<file path="config.mk">
export PLATFORM = sky130hd
export DESIGN_NAME = spi_target_shifter
export DESIGN_NICKNAME = d
export VERILOG_FILES = /design/src/rtl/spi_pkg.sv /design/src/rtl/spi_sync_edge.sv /design/src/rtl/spi_target_shifter.sv
export SDC_FILE = /design/constraint.sdc
export NUM_CORES = 1
export LEC_CHECK = 0
export ABC_AREA = 1
export CAP_MARGIN = 20
export CELL_PAD_IN_SITES_DETAIL_PLACEMENT = 1
export CELL_PAD_IN_SITES_GLOBAL_PLACEMENT = 1
export CORE_MARGIN = 3
export CORE_UTILIZATION = 45
export DETAILED_ROUTE_END_ITERATION = 8
export PLACE_DENSITY = 0.89
export SETUP_SLACK_MARGIN = 0.5
export SYNTH_ARGS = -nofsm -noshare
export SYNTH_HDL_FRONTEND = slang
export SYNTH_SLANG_ARGS = --single-unit
</file>
<file path="constraint.sdc">
create_clock -name clk -period 3.3 [get_ports clk]
set_input_delay 0.66 -clock clk [delete_from_list [all_inputs] [get_ports clk]]
set_output_delay 0.66 -clock clk [all_outputs]
set_load 0.01 [all_outputs]
</file>
<file path="src/rtl/spi_pkg.sv">
// Shared definitions for the SPI target shifter: default widths, mode constants
// and the frame state encoding.
package spi_pkg;

    localparam int DATA_W_DEFAULT      = 8;
    localparam int SYNC_STAGES_DEFAULT = 2;

    // Only SPI mode 0 is supported: sck idles low, data sampled on the rising edge.
    localparam bit SPI_CPOL = 1'b0;
    localparam bit SPI_CPHA = 1'b0;

    typedef enum logic {
        IDLE   = 1'b0,
        ACTIVE = 1'b1
    } spi_tgt_state_e;

endpackage

</file>
<file path="src/rtl/spi_sync_edge.sv">
// Multi-flop synchroniser for an asynchronous pin, with single-cycle rise and
// fall pulses derived from one extra flop behind the synchronised level.
module spi_sync_edge
    import spi_pkg::*;
#(
    parameter int   STAGES    = SYNC_STAGES_DEFAULT,
    parameter logic RESET_VAL = 1'b0
) (
    input  logic clk,
    input  logic rst_n,
    input  logic async_in,
    output logic rise,
    output logic fall
);

    logic [STAGES-1:0] sync_q;
    logic              last_q;

    always_ff @(posedge clk or negedge rst_n) begin
        if (!rst_n) begin
            sync_q <= {STAGES{RESET_VAL}};
            last_q <= RESET_VAL;
        end else begin
            sync_q <= {sync_q[STAGES-2:0], async_in};
            last_q <= sync_q[STAGES-1];
        end
    end

    assign rise = sync_q[STAGES-1] & ~last_q;
    assign fall = ~sync_q[STAGES-1] & last_q;

endmodule

</file>
<file path="src/rtl/spi_target_shifter.sv">
// SPI mode-0 target front end: oversamples sck/csn/mosi in the clk domain,
// deserialises MOSI into words and serialises a one-entry holding register onto MISO.
module spi_target_shifter
    import spi_pkg::*;
#(
    parameter int DATA_W      = DATA_W_DEFAULT,
    parameter int SYNC_STAGES = SYNC_STAGES_DEFAULT
) (
    input  logic              clk,
    input  logic              rst_n,
    input  logic              sck,
    input  logic              csn,
    input  logic              mosi,
    output logic              miso,
    output logic [DATA_W-1:0] rx_data,
    output logic              rx_valid,
    input  logic [DATA_W-1:0] tx_data,
    input  logic              tx_valid,
    output logic              tx_ready,
    output logic              tx_underrun,
    output logic              busy
);

    localparam int               CNT_W    = $clog2(DATA_W);
    localparam logic [CNT_W-1:0] LAST_BIT = CNT_W'(DATA_W - 1);

    spi_tgt_state_e    state_q, state_d;
    logic              sck_rise, sck_fall, csn_rise, csn_fall;
    logic [SYNC_STAGES-1:0] mosi_sync_q;
    logic              mosi_s;
    logic [CNT_W-1:0]  bit_cnt_q;
    logic              word_done_q;
    logic [DATA_W-2:0] rx_shift_q;
    logic [DATA_W-1:0] rx_next;
    logic [DATA_W-1:0] tx_shift_q;
    logic [DATA_W-1:0] hold_q;
    logic              hold_full_q;
    logic [DATA_W-1:0] load_word;
    logic              tx_write;
    logic              frame_start, frame_abort, bit_rise, bit_fall, word_load;

    spi_sync_edge #(.STAGES(SYNC_STAGES), .RESET_VAL(1'b0)) u_sck_sync (
        .clk      (clk),
        .rst_n    (rst_n),
        .async_in (sck),
        .rise     (sck_rise),
        .fall     (sck_fall)
    );

    // csn resets to 0 so that a pin already low out of reset produces no fall:
    // a frame only starts after csn has been seen high and then low again.
    spi_sync_edge #(.STAGES(SYNC_STAGES), .RESET_VAL(1'b0)) u_csn_sync (
        .clk      (clk),
        .rst_n    (rst_n),
        .async_in (csn),
        .rise     (csn_rise),
        .fall     (csn_fall)
    );

    always_ff @(posedge clk or negedge rst_n) begin
        if (!rst_n) mosi_sync_q <= '0;
        else        mosi_sync_q <= {mosi_sync_q[SYNC_STAGES-2:0], mosi};
    end

    assign mosi_s = mosi_sync_q[SYNC_STAGES-1];

    always_ff @(posedge clk or negedge rst_n) begin
        if (!rst_n) state_q <= IDLE;
        else        state_q <= state_d;
    end

    // A csn rise wins over any sck edge detected in the same cycle.
    always_comb begin
        state_d     = state_q;
        frame_start = 1'b0;
        frame_abort = 1'b0;
        bit_rise    = 1'b0;
        bit_fall    = 1'b0;
        unique case (state_q)
            IDLE: begin
                if (csn_fall) begin
                    state_d     = ACTIVE;
                    frame_start = 1'b1;
                end
            end
            ACTIVE: begin
                if (csn_rise) begin
                    state_d     = IDLE;
                    frame_abort = 1'b1;
                end else begin
                    bit_rise = sck_rise;
                    bit_fall = sck_fall;
                end
            end
            default: state_d = IDLE;
        endcase
        word_load = frame_start || (bit_fall && (bit_cnt_q == '0) && word_done_q);
    end

    assign load_word = hold_full_q ? hold_q : '0;
    assign tx_write  = tx_valid && !hold_full_q;
    assign rx_next   = {rx_shift_q, mosi_s};

    // miso is the MSB of the shift-out flop, so it is registered and reads 0 when idle.
    always_ff @(posedge clk or negedge rst_n) begin
        if (!rst_n) begin
            bit_cnt_q   <= '0;
            word_done_q <= 1'b0;
            rx_shift_q  <= '0;
            rx_data     <= '0;
            rx_valid    <= 1'b0;
            tx_shift_q  <= '0;
            hold_q      <= '0;
            hold_full_q <= 1'b0;
            tx_underrun <= 1'b0;
        end else begin
            rx_valid    <= 1'b0;
            tx_underrun <= 1'b0;

            if (tx_write) begin
                hold_q      <= tx_data;
                hold_full_q <= 1'b1;
            end else if (word_load && hold_full_q) begin
                hold_full_q <= 1'b0;
            end

            if (frame_start) begin
                bit_cnt_q   <= '0;
                word_done_q <= 1'b0;
                rx_shift_q  <= '0;
            end

            if (frame_abort) begin
                tx_shift_q <= '0;
            end else if (word_load) begin
                tx_shift_q  <= load_word;
                tx_underrun <= !hold_full_q;
            end else if (bit_fall) begin
                tx_shift_q <= {tx_shift_q[DATA_W-2:0], 1'b0};
            end

            if (bit_rise) begin
                rx_shift_q <= rx_next[DATA_W-2:0];
                if (bit_cnt_q == LAST_BIT) begin
                    bit_cnt_q   <= '0;
                    word_done_q <= 1'b1;
                    rx_data     <= rx_next;
                    rx_valid    <= 1'b1;
                end else begin
                    bit_cnt_q <= bit_cnt_q + 1'b1;
                end
            end
        end
    end

    assign miso     = tx_shift_q[DATA_W-1];
    assign tx_ready = !hold_full_q;
    assign busy     = (state_q == ACTIVE);

endmodule

</file>
==> flow_summary.json, run 1 <==
{
  "grt_max_degree": 48,
  "drtPass1Iterations": 4,
  "overflow": 0,
  "clkSlewWorstSetupHoldPaths_ns": 0.09,
  "synth_area_mm2": 0.00194,
  "first_global_vias": 1439,
  "dr_total_vias": 1344,
  "yosysTopAreaCell": "dfrtp_1",
  "viasPerCell": 5.05,
  "status": "finished clean",
  "design.die.area_mm2": 0.00514,
  "num_io_pins": 27,
  "finalMaxSlewViolations": 0,
  "gp_congestion": 0.715,
  "ys_seq_area_frac": 0.606,
  "start_kind": "flip-flop",
  "finalWirelength_um": 4020,
  "finalSetupViolCount": 0,
  "fmax_mhz": 466,
  "hp-class": "input port to async pin",
  "coreArea_mm2": 0.00409,
  "synthesis.instances": 185,
  "finalHoldViolCount": 0,
  "yosys_warnings": 0,
  "numCtsBuffers": 5,
  "fin_util": 0.581,
  "path_max_fanout": 10,
  "ctsLongestPathBuffers": 2,
  "p_leak_nw": 1.18,
  "htreeDepth": 2,
  "skew_ns": 0.00311,
  "cts.repair.resized": 0,
  "power_density_mw_per_mm2": 641,
  "ir_worst_vdd_uv": 469,
  "n_antenna_cell": 0,
  "final_common_cell": "dfrtp_1",
  "async_flop_share": 1.00,
  "start_util": 0.475,
  "cts_root_buffer": "clkbuf_8",
  "avgSynthCellArea_um2": 10.5,
  "stdcell_count": 266,
  "synth.net_count": 202,
  "clock_latency_ns": 0.30,
  "postCtsHoldBufs": 0,
  "dp_cells": 257,
  "cts.sinks": 47,
  "grt_first_pass_wirelength_um": 6890,
  "max_slew_margin": 0.768,
  "critical_path_class": "flip-flop to output pin",
  "worstMarginPinSlew_ns": 0.349,
  "globalRouteTotalUtil": 0.178,
  "finalNetCount": 232,
  "critPathCaptureType": "output pin",
  "min_period_ns": 2.14,
  "synthDistinctLibCells": 24,
  "grt_setup_unrepaired": "false",
  "ys_ff_latch": 47,
  "setup_tns_ns": 0,
  "drive_gt1_frac": 0.153,
  "first_iter_violations": 72,
  "drc_errors": 0,
  "yosys-top-cells-area": "dfrtp_1 (61%), nand2_1 (8.1%), inv_1 (4.6%), mux2_1 (2.9%), o22ai_1 (2.9%)",
  "die_width_um": 71.7,
  "maxCapViolCount": 0,
  "antenna_found_initial": 0,
  "final_cell_mix": "dfrtp_1 (47), nand2_1 (42), clkdlybuf4s50_1 (25)",
  "min_period_over_period": 0.650,
  "drt-wirelength-per-cell_um": 15.1,
  "cp.required_ns": 2.64,
  "synthFlopType": "dfrtp_1",
  "cts_tree": "done",
  "arrival_ns": 1.48,
  "syn_to_final_growth_pct": 22.3,
  "drtAntennaViolNets": 0,
  "synth_edf_count": 0,
  "rows": 23,
  "dp_hpwl_um": 2850,
  "post-cts-setup-buffers": 0,
  "numPortBuffers": 26,
  "die_h_um": 71.7,
  "yosysTopAreaCellShare": 0.606
}
-- through the flow --
step           setup slack [ns]  hold WS [ns]  cell area [um2]  total power [mW]
2_1_floorplan              1.99         0.331             1940             0.968
3_3_place_gp               1.54         0.333             2240              1.06
3_5_place_dp               1.50         0.337             2240              1.09
4_1_cts                    1.15         0.356             2350              1.53
5_1_grt                    1.11         0.172             2370              1.61
6_report                   1.16         0.174             2370              1.52
-- synth_stat cells, types with 2 or more instances --
master    n
dfrtp_1  47
nand2_1  42
inv_1    24
nand3_1   9
o22ai_1   9
a21oi_1   8
o21ai_0   8
nand2_2   7
mux2_1    5
buf_2     3
ha_1      3
inv_2     3
mux2_2    3
nand2_4   2
nor2_1    2
nor2_4    2
-- kinds of logic after synthesis --
| kind of cell | count (synthesis) | share of synthesized area |
|---|---|---|
| buffers and inverters | 31 | 0.0638 |
| and+or+nand+nor | 68 | 0.182 |
| AOI/OAI and AO/OA | 28 | 0.0819 |
| muxes | 8 | 0.0464 |
| adders and majority gates | 3 | 0.0193 |
| DFF | 47 | 0.606 |
-- worst max-delay path: stages (launching register included) --
cell and delay [ns]:
dfrtp_1 0.51, inv_2 0.13, clkdlybuf4s50_1 0.54
-- worst paths after layout --
path	start	to	slack, ns	cells past startpoint
worst max-delay path	hold_full_q	tx_ready	1.16	2
worst min-delay path	rst_n	tx_shift_q[7]	0.17	1
worst max register to register	busy	tx_shift_q[4]	1.77	7
worst min register to register	mosi_sync_q[0]	mosi_sync_q[1]	0.35	0
max in group asynchronous	rst_n	rx_shift_q[2]	2.68	2
min in group clk	mosi_sync_q[0]	mosi_sync_q[1]	0.35	0
-- metal layers --
layer | vias to the layer above | global-route usage | part of all wire
li1 | 652 | - | -
met1 | 660 | 0.233 | 0.46
met2 | 22 | 0.274 | 0.48
met3 | 10 | 0.0407 | 0.027
met4 | 0 | 0.0960 | 0.030
met5 | - | 0 | 0
-- where the power goes --
part           total [mW]  internal, mW  switching [mW]  leakage [nW]
clock network       0.440         0.245           0.195        0.0612
logic               0.312         0.144           0.168         0.506
registers           0.769         0.682          0.0864         0.608
-- sequential cells by signal, summed over array words and instances, names as in the netlist --
signal / cells
bit_cnt_q: 3
busy: 1
hold_full_q: 1
hold_q: 8
mosi_sync_q: 2
rx_data: 8
rx_shift_q: 7
rx_valid: 1
tx_shift_q: 8
tx_underrun: 1
u_csn_sync.last_q: 1
u_csn_sync.sync_q: 2
u_sck_sync.last_q: 1
u_sck_sync.sync_q: 2
word_done_q: 1
-- area by class of cell --
class                           count  area, um2
Fill cell                         453       1710
Sequential cell                    47       1180
Multi-Input combinational cell    107        641
Timing Repair Buffer               27        275
Inverter                           27        101
Clock buffer                        6       82.6
Tap cell                           50       62.6
Clock inverter                      2       35.0
(Power assumes the default switching activity.)
==> run 2, diff against run 1 <==
--- a/config.mk
+++ b/config.mk
@@ -10,9 +10,9 @@
 export CELL_PAD_IN_SITES_DETAIL_PLACEMENT = 1
 export CELL_PAD_IN_SITES_GLOBAL_PLACEMENT = 1
 export CORE_MARGIN = 3
-export CORE_UTILIZATION = 45
+export CORE_UTILIZATION = 42
 export DETAILED_ROUTE_END_ITERATION = 8
-export PLACE_DENSITY = 0.89
+export PLACE_DENSITY = 0.84
 export SETUP_SLACK_MARGIN = 0.5
 export SYNTH_ARGS = -nofsm -noshare
 export SYNTH_HDL_FRONTEND = slang
==> constraint.sdc (replaced) <==
create_clock -name clk -period 2.2 [get_ports clk]
set_input_delay 0.44 -clock clk [delete_from_list [all_inputs] [get_ports clk]]
set_output_delay 0.44 -clock clk [all_outputs]
set_load 0.01 [all_outputs]
==> flow_summary.json, run 2 (synthesis gave the netlist of run 1 again) <==
{
  "status": "finished clean",
  "min_period_over_period": 0.748,
  "finalSetupViolCount": 0,
  "gp_congestion": 0.771,
  "cp_num_buf_inv": 1,
  "start_util": 0.440,
  "coreArea_mm2": 0.00441,
  "numCtsBuffers": 5,
  "start_kind": "flip-flop",
  "grt_setup_unrepaired": "false",
  "overflow": 0,
  "worstMarginPinSlew_ns": 0.583,
  "die_h_um": 74.0,
  "clkSlewWorstSetupHoldPaths_ns": 0.09,
  "cp.depth": 1,
  "fillers": 500,
  "grt_first_pass_wirelength_um": 6730,
  "syn_to_final_growth_pct": 21.0,
  "drc_errors": 0,
  "seqCellArea_mm2": 0.00118,
  "p_switching_mw": 0.656,
  "finalHoldViolCount": 0,
  "antenna_found_initial": 0,
  "viasPerCell": 5.06,
  "rows": 24,
  "first_global_vias": 1397,
  "maxCapViolCount": 0,
  "critPathCapture": "rx_data[2]",
  "power_density_mw_per_mm2": 906,
  "clock_latency_ns": 0.29,
  "fmax_mhz": 608,
  "hp-class": "input port to async pin",
  "drtAntennaViolNets": 0,
  "drive_gt1_frac": 0.165,
  "final_cell_mix": "dfrtp_1 (45), nand2_1 (42), inv_1 (24), clkdlybuf4s50_1 (24)",
  "cellInternalPower_mw": 1.47,
  "num_io_pins": 27,
  "design.die.area_mm2": 0.00547,
  "dp_hpwl_um": 2830,
  "p_clk_frac": 0.236,
  "crit_chain": "clkdlybuf4s50_1",
  "critPathSlowestCell": "clkdlybuf4s50_1",
  "startpoint": "rx_data[2]",
  "switching_share": 0.308,
  "crit_family": "buffers and inverters",
  "die_width_um": 74.0,
  "critPathCaptureType": "output pin",
  "arrival_ns": 1.20,
  "n_antenna_cell": 0,
  "p_seq_frac": 0.532,
  "finalWirelength_um": 3990,
  "cts_tree": "done",
  "first_iter_violations": 40,
  "p_leak_nw": 1.16,
  "finalNetCount": 234,
  "drtPass1Iterations": 4,
  "cts_root_buffer": "clkbuf_8",
  "setup_tns_ns": 0,
  "grt_max_degree": 48,
  "r2r_start": "busy",
  "cpPeakStageDelay_ns": 0.55,
  "cp.required_ns": 1.76,
  "path_max_fanout": 2,
  "rr_worst_depth": 8,
  "dr_total_vias": 1367,
  "postCtsHoldBufs": 0,
  "cts.sinks": 47,
  "numPortBuffers": 26,
  "comb_power_share": 0.232,
  "skew_ns": 0.00600,
  "r2r_setup_slack_ns": 0.69,
  "multi_input_area_um2": 641,
  "critical_path_class": "flip-flop to output pin",
  "max_slew_margin": 0.612,
  "min_period_ns": 1.64,
  "htreeDepth": 2,
  "top_regs": "hold_q x8, rx_data x8, tx_shift_q x8",
  "ir_worst_vdd_uv": 453,
  "holdWs_ns": 0.221,
  "ctsLongestPathBuffers": 2,
  "globalRouteTotalUtil": 0.163,
  "reg2reg_to": "tx_shift_q[3]",
  "final_common_cell": "dfrtp_1",
  "drt-wirelength-per-cell_um": 14.8,
  "finalMaxSlewViolations": 0
}
[run 2: changes by cell type in the layout (fill, tap and decap cells not counted)]
cell / delta
buf_12: -1
buf_4: +3
bufinv_16: -1
clkbuf_1: +1
clkbuf_8: -1
clkdlybuf4s50_1: -1
clkinvlp_4: +1
dfrtp_1: -2
dfrtp_2: +2
dlygate4sd2_1: +1
[run 2: worst min-delay path by stage]
stage | start | endpoint | depth (start not counted)
6_report | rst_n | tx_shift_q[1] | 2
5_1_grt | rst_n | tx_shift_q[1] | 2
4_1_cts | rst_n | tx_shift_q[2] | 2
3_5_place_dp | mosi_sync_q[0] | mosi_sync_q[1] | 0
3_3_place_gp | mosi_sync_q[0] | mosi_sync_q[1] | 0
2_1_floorplan | rst_n | bit_cnt_q[0] | 0
[run 2: metal layers]
layer  track usage  part of all wire  vias to the layer above
met3        0.0405             0.030                        2
li1              -                 -                      653
met1         0.213              0.45                      689
met4        0.0503            0.0050                        0
met5             0                 0                        -
met2         0.270              0.52                       23
[run 2: cell type report]
type,instances,share of cell area
clock buffer,6,0.0309
clock inverter,2,0.00533
inverter,27,0.0432
multi-input combinational,107,0.273
tap,52,0.0277
timing repair buffer,29,0.118
sequential,47,0.502
[run 2: what timing repair did]
action | CTS | global route
endpoints found under the setup margin | 2 | 0
resized for setup | 3 | 0
buffers inserted | 2 | 0
[run 2: per-stage QoR]
stage / util / total power [mW] / cell area, um2 / cells / setup slack [ns]
final: 0.532 / 2.13 / 2350 / 270 / 0.555
after global routing: 0.532 / 2.26 / 2350 / 270 / 0.509
after CTS: 0.532 / 2.16 / 2350 / 270 / 0.536
after detailed placement: 0.509 / 1.63 / 2250 / 260 / 0.642
after global placement: 0.509 / 1.59 / 2250 / 260 / 0.670
after floorplan: - / 1.45 / 1940 / 185 / 0.887
[run 2: power by group through the flow]
| stage | Combinational, mW | Sequential (mW) | Clock, mW |
|---|---|---|---|
| floorplan | 0.339 | 1.11 | 0 |
| global placement | 0.439 | 1.15 | 0 |
| global route | 0.562 | 1.15 | 0.550 |
| detailed placement | 0.458 | 1.17 | 0 |
| CTS | 0.501 | 1.13 | 0.525 |
| finish | 0.493 | 1.13 | 0.501 |
